<file path="config.mk">
export PLATFORM = sky130hd
export DESIGN_NAME = segment_display_arbiter
export DESIGN_NICKNAME = d
export VERILOG_FILES = /design/src/rtl/segment_display_arbiter.sv
export SDC_FILE = /design/constraint.sdc
export NUM_CORES = 1
export LEC_CHECK = 0
export BUFFER_PORTS_ARGS = -buffer_cell sky130_fd_sc_hd__buf_2
export CELL_PAD_IN_SITES_DETAIL_PLACEMENT = 1
export CELL_PAD_IN_SITES_GLOBAL_PLACEMENT = 1
export CORE_AREA = 2 2 75 130
export DETAILED_ROUTE_END_ITERATION = 10
export DIE_AREA = 0 0 77 132
export GPL_TIMING_DRIVEN = 0
export PLACE_DENSITY_LB_ADDON = 0.1
export SYNTH_ARGS = -nofsm -noshare
export SYNTH_HDL_FRONTEND = slang
export SYNTH_SLANG_ARGS = --single-unit
</file>
<file path="constraint.sdc">
create_clock -name clk -period 9 [get_ports clk]
set_input_delay 0.9 -clock clk [delete_from_list [all_inputs] [get_ports clk]]
set_output_delay 0.9 -clock clk [all_outputs]
set_load 0.005 [all_outputs]
</file>
<file path="src/rtl/segment_display_arbiter.sv">
// segment_display_arbiter
//   Round-robin time-slice arbiter that shares one 8-digit seven-segment
//   display among N_SRC requesters. The current owner's 32-bit value is
//   registered onto numb. Every owner keeps the display for at least
//   HOLD_CYCLES cycles unless it withdraws its request first.
//   Optional build macro: SEG_ARB_PREEMPT_EN gives source 0 preemptive
//   priority over any other owner.
module segment_display_arbiter #(
   parameter int N_SRC       = 4,
   parameter int HOLD_CYCLES = 1000
) (
   input  logic                 clk,
   input  logic                 rst,
   input  logic [N_SRC-1:0]     req,
   input  logic [32*N_SRC-1:0]  data,
   output logic [N_SRC-1:0]     grant,
   output logic [2:0]           owner_idx,
   output logic [31:0]          numb,
   output logic                 busy
);

   localparam int IDX_W = (N_SRC > 1) ? $clog2(N_SRC) : 1;
   localparam int CNT_W = $clog2(HOLD_CYCLES);
   localparam logic [CNT_W-1:0] CNT_LAST = CNT_W'(HOLD_CYCLES - 1);
   localparam logic [IDX_W-1:0] PTR_RST  = IDX_W'(N_SRC - 1);

   typedef enum logic [1:0] {
      ST_IDLE,
      ST_HOLD,
      ST_OPEN
   } state_t;

   state_t           state, nxt_state;
   logic [CNT_W-1:0] count, nxt_count;
   logic [IDX_W-1:0] ptr, nxt_ptr;
   logic [IDX_W-1:0] owner, nxt_owner;
   logic [31:0]      nxt_numb;
   logic [N_SRC-1:0] others;

   // First set bit of mask, searching upward from base+1 and wrapping.
   function automatic logic [IDX_W-1:0] rr_pick(input logic [N_SRC-1:0] mask,
                                                input logic [IDX_W-1:0] base);
      logic [IDX_W-1:0] pick;
      logic             found;
      int               idx;
      pick  = '0;
      found = 1'b0;
      for (int k = 1; k <= N_SRC; k++) begin
         idx = (int'(base) + k) % N_SRC;
         if (!found && mask[idx]) begin
            pick  = IDX_W'(idx);
            found = 1'b1;
         end
      end
      return pick;
   endfunction

   // State register: FSM, hold counter, round-robin pointer, owner, numb.
   // NOTE: sequential state uses non-blocking assignments so every register
   // samples the pre-edge values; blocking here would create ordering races.
   always_ff @(posedge clk) begin
      if (rst) begin
         state <= ST_IDLE;
         count <= '0;
         ptr   <= PTR_RST;
         owner <= '0;
         numb  <= '0;
      end else begin
         state <= nxt_state;
         count <= nxt_count;
         ptr   <= nxt_ptr;
         owner <= nxt_owner;
         numb  <= nxt_numb;
      end
   end

   // Next-state logic: grant, hold timing, release, handoff (and preemption).
   always_comb begin
      // NOTE: every comb output gets a default first, so no path can infer a latch.
      nxt_state = state;
      nxt_count = count;
      nxt_ptr   = ptr;
      nxt_owner = owner;
      others    = req & ~(N_SRC'(1) << owner);

      case (state)
         ST_IDLE: begin
            if (|req) begin
               nxt_owner = rr_pick(req, ptr);
               nxt_state = ST_HOLD;
               nxt_count = '0;
            end
         end
         default: begin
            if (!req[owner]) begin
               // Release: remember the leaver and re-arbitrate in the same cycle.
               nxt_ptr = owner;
               if (|others) begin
                  nxt_owner = rr_pick(others, owner);
                  nxt_state = ST_HOLD;
               end else begin
                  nxt_owner = '0;
                  nxt_state = ST_IDLE;
               end
               nxt_count = '0;
            end
`ifdef SEG_ARB_PREEMPT_EN
            else if (req[0] && owner != '0) begin
               // Preemption by source 0; the pointer is left untouched.
               nxt_owner = '0;
               nxt_state = ST_HOLD;
               nxt_count = '0;
            end
`endif
            else if (state == ST_HOLD) begin
               if (count == CNT_LAST) begin
                  nxt_state = ST_OPEN;
               end else begin
                  nxt_count = count + 1'b1;
               end
            end else if (|others) begin
               // Open slot with competition: hand off to the next in line.
               nxt_owner = rr_pick(others, owner);
               nxt_state = ST_HOLD;
               nxt_count = '0;
            end
         end
      endcase
   end

   // Output decode: grant/busy/owner_idx from state, numb mux for next owner.
   always_comb begin
      busy      = (state != ST_IDLE);
      grant     = busy ? (N_SRC'(1) << owner) : '0;
      owner_idx = 3'(owner);
      nxt_numb  = '0;
      if (nxt_state != ST_IDLE) begin
         nxt_numb = data[32*int'(nxt_owner) +: 32];
      end
   end

endmodule

</file>
==> results <==
- The HPWL reported at the end of detailed placement is 8.95 mm.
- The synthesized instance count is ~300.
- In this run the static leakage power is ~0.0022 µW.
- The data arrival time of the critical path is 3.76 ns.
- Yosys attributes the largest share of cell area to sky130_fd_sc_hd__dfxtp_1, sky130_fd_sc_hd__mux2i_1, sky130_fd_sc_hd__o22ai_2.
- Gates resized during post-CTS repair numbered 0.
- The number of enable flip-flop cells after synthesis is 0.
- The total core area is 9090 µm².
- The internal power contribution is 553 µW.
- The part of the cycle the worst path needs is around 40%.
- The count of different cell masters after synthesis is 55.
- The number of rows in the core area is 46.
- The fraction of power consumed by combinational cells is between 40% and 50%.
- Of the post-synthesis cell area, the dominant cell type holds 31.0%.
- At the worst endpoint, the required time is approximately 9.2 ns.
- Global routing finished with a remaining overflow of 0.
- The DRC marker count from the first detailed-route iteration is 68.
- The slew of the pin with the lowest slew margin is 0.746 ns.
- The routed via count divided by cell count is between 5 and 6.
- Summing the sequential cell areas from Yosys gives 31.0% of the chip area.
- For this design the total switching power over the nets is 265 µW.
- The tightest slew margin relative to the limit is approximately half.
- The number of nets in the layout is 624.
- For this run, the top clock speed supported by timing is 279 MHz.
- The count of input and output buffers is 171.
- The max-slew violation total from the final report came to 0.
- The number of global-route vias before repair was 3412.
- The worst min-delay path category is reg2reg.
- The synthesized design spends more area on one cell type than any other, namely sky130_fd_sc_hd__dfxtp_1.
- Clock-pin slew was measured on the worst setup and hold paths at 0.07 ns.
- Global routing consumed, over all layers together, 21.2% of the routing resources.
- The clock passes through at most 2 buffers.
- The startpoint identified for the worst register-to-register timing path is owner[1]$_SDFF_PP0_.
- The warning count from the yosys run is 0.
- Routability-driven placement finished with a final weighted congestion of 0.803.
- Clock latency on the worst-skew pair, taken at its later pin, is 0.29 ns.
- The minimum hold slack is 0.489 ns.
- The first-pass GRT wire length is 17.1 mm.
- The total number of vias is between 3000 and 4000.
- The setup clock skew after layout is 0.00801 ns.
- The mean post-synth cell area is a little over 10 µm².
- The H-tree was split into 2 levels.
- The root buffer selected by CTS is sky130_fd_sc_hd__clkbuf_16.
- Setup violations remaining at the end of the flow were counted as 0.
- The share of total power dissipated in the clock network is 27.8%.
- Of all flip-flops after synthesis, the portion carrying an async set or reset was 0%.
- The startpoint of the worst setup timing path is owner[1]$_SDFF_PP0_.
- The worst-path maximum fanout is 10.
- The number of antenna violations at the first check in global routing came to 1.
- The count of clock tree sinks is 48.
- The pin count of the biggest net entering global routing is 15.
- In this run, CTS created clock tree buffers numbering 5.
- The share of power burned in registers is 31.4%.
- Setup repair after global routing left no endpoint under its margin.
- The die is 77 µm wide.
- The maximum ir drop on the vdd rail is 101 µV.
- STA classifies the critical path startpoint as a flop.
- The power density normalized to cell area is about 190 nW/µm².
- Across the run, the number of max-cap violations was 0.
- Pin placement for this block handled around 170 I/O pins.
- The startpoint identified for the worst hold timing path is count[1]$_SDFFE_PP0P_.
- The DRC violation count after routing is 0.
- After clock tree synthesis, the setup repair step added 0 buffers.
- The clock period minus final worst setup slack is 3.58 ns.
- In this run, synthesis produced a sequential element count of 48.
- The flow ran to the end, and the final reports show no timing, DRC or antenna violations.
- Cells with a size suffix above 1 make up 49.2% of the layout.
- The final hold violation count is 0.
- The setup TNS after final layout is 0 ns.
- The clock tree from TritonCTS is done.
- The first detailed-routing pass ran for 4 iterations.
- The number of hold buffers added after CTS was 0.
- The prevailing post-synth register cell is sky130_fd_sc_hd__dfxtp_1.
- The detail route stage leaves a number of antenna-violating nets equal to 0.
- After synthesis the cells add up to about 3100 µm².
- Net switching is roughly a third of the power.
- Cells fill 47.2% of the core in the end.
- The classification of the worst setup path is reg2reg.
- The y dimension of the die is around 130 µm.
- The wire length reported by the detailed router is 10.7 mm.
- The layout overhead on the synthesized area is 38.5%.
- The die footprint is 10200 µm².
- The initial utilization of the core area, before any placement, comes to between 30% and 40%.
- The average wire length per cell after detail routing is 17.6 µm.
- The number of nets in the synthesized netlist is 446.
- STA classifies the critical path endpoint as a flop.
==> path summary, 6_finish.rpt <==
| path | end | slack, ns | depth (start not counted) |
|---|---|---|---|
| max | numb[5]$_SDFF_PP0_ | 5.42 | 12 |
| min | count[1]$_SDFFE_PP0P_ | 0.49 | 2 |
| max reg2reg | numb[5]$_SDFF_PP0_ | 5.42 | 12 |
| min reg2reg | count[1]$_SDFFE_PP0P_ | 0.49 | 2 |
==> power groups by stage <==
stage / logic [µW] / clock network [µW] / registers [µW]
3_5_place_dp: 338 / 0 / 262
5_1_grt: 362 / 241 / 261
3_3_place_gp: 331 / 0 / 261
2_1_floorplan: 219 / 0 / 265
4_1_cts: 339 / 235 / 258
6_report: 334 / 227 / 257
==> flip-flops by register name, summed over array words and instances, names as in the netlist <==
signal / cells
count: 10
numb: 32
owner: 2
ptr: 2
state: 2
==> synthesized netlist by cell type, drive strengths merged, types with 2 or more instances <==
| cell type | number |
|---|---|
| mux2i | 64 |
| dfxtp | 48 |
| o22ai | 33 |
| buf | 21 |
| nor2 | 17 |
| nand2 | 10 |
| a21oi | 8 |
| inv | 8 |
| nor2b | 8 |
| o21ai | 8 |
| nor3 | 7 |
| xnor2 | 7 |
| and3 | 5 |
| ha | 5 |
| nand2b | 5 |
| and2 | 4 |
| nand3 | 4 |
| nand4 | 4 |
| a21o | 3 |
| mux4 | 3 |
| a211o | 2 |
| a211oi | 2 |
| a22oi | 2 |
| a31oi | 2 |
| nor3b | 2 |
| nor4 | 2 |
| o2111ai | 2 |
| o41ai | 2 |
| xor2 | 2 |
==> cell type report <==
cell class / count / area, µm²
inverters: 8 / 30.0
clock buffers: 7 / 153
clock inverters: 1 / 30.0
repair buffers: 171 / 856
well taps: 120 / 150
fillers: 1142 / 4810
diodes: 1 / 2.50
flip-flops and latches: 48 / 961
multi-input cells: 229 / 1940
plain buffers: 22 / 164
==> routing by layer <==
metal	share of wire, %	vias to the layer above	track usage [%]
li1	-	1501	-
met4	2.8	0	8.63
met5	0	-	0
met1	32	1445	19.1
met2	57	120	42.3
met3	7.8	18	6.64
==> cells in the final DEF, fill, tap and decap left out, drive strengths merged, types with 3 or more instances in the layout <==
master,instances
nor2,17
nand3,4
nand2b,5
nor3,7
nand4,4
inv,8
mux2i,64
o22ai,33
mux4,3
clkbuf,8
xnor2,7
nand2,10
a21oi,8
a21o,3
ha,5
buf,192
nor2b,8
and2,4
and3,5
o21ai,8
dfxtp,48
==> kinds of logic after synthesis <==
logic type | Yosys count | share of synthesized area [%]
multiplexers | 67 | 22.9
flip-flops | 48 | 31.0
AO/OA/AOI/OAI | 75 | 22.7
AND/OR/NAND/NOR | 72 | 12.5
adder cells (fa/ha/maj) | 5 | 2.02
XOR/XNOR | 9 | 2.55
other | 1 | 0.121
buffers and inverters | 30 | 6.26
==> through the flow <==
stage               worst slack, ns  instances  cell area, µm²  power, µW
finish                         5.42        607            4290        818
global route                   5.09        607            4290        864
CTS                            5.40        606            4290        833
detailed placement             5.42        598            4100        600
global placement               5.42        598            4100        592
floorplan                      6.02        307            3100        485
==> critical path, stage by stage, from the launching register on <==
cell                       delay (ns)
sky130_fd_sc_hd__dfxtp_1         0.48
sky130_fd_sc_hd__clkbuf_1        0.41
sky130_fd_sc_hd__inv_1           0.21
sky130_fd_sc_hd__ha_1            0.25
sky130_fd_sc_hd__nor2b_1         0.41
sky130_fd_sc_hd__o41ai_1         0.15
sky130_fd_sc_hd__a22oi_1         0.20
sky130_fd_sc_hd__a311oi_1        0.12
sky130_fd_sc_hd__a211oi_2        0.28
sky130_fd_sc_hd__buf_4           0.27
sky130_fd_sc_hd__buf_4           0.25
sky130_fd_sc_hd__mux2i_1         0.31
sky130_fd_sc_hd__o22ai_2         0.11
Power figures use the tool's default switching activity.
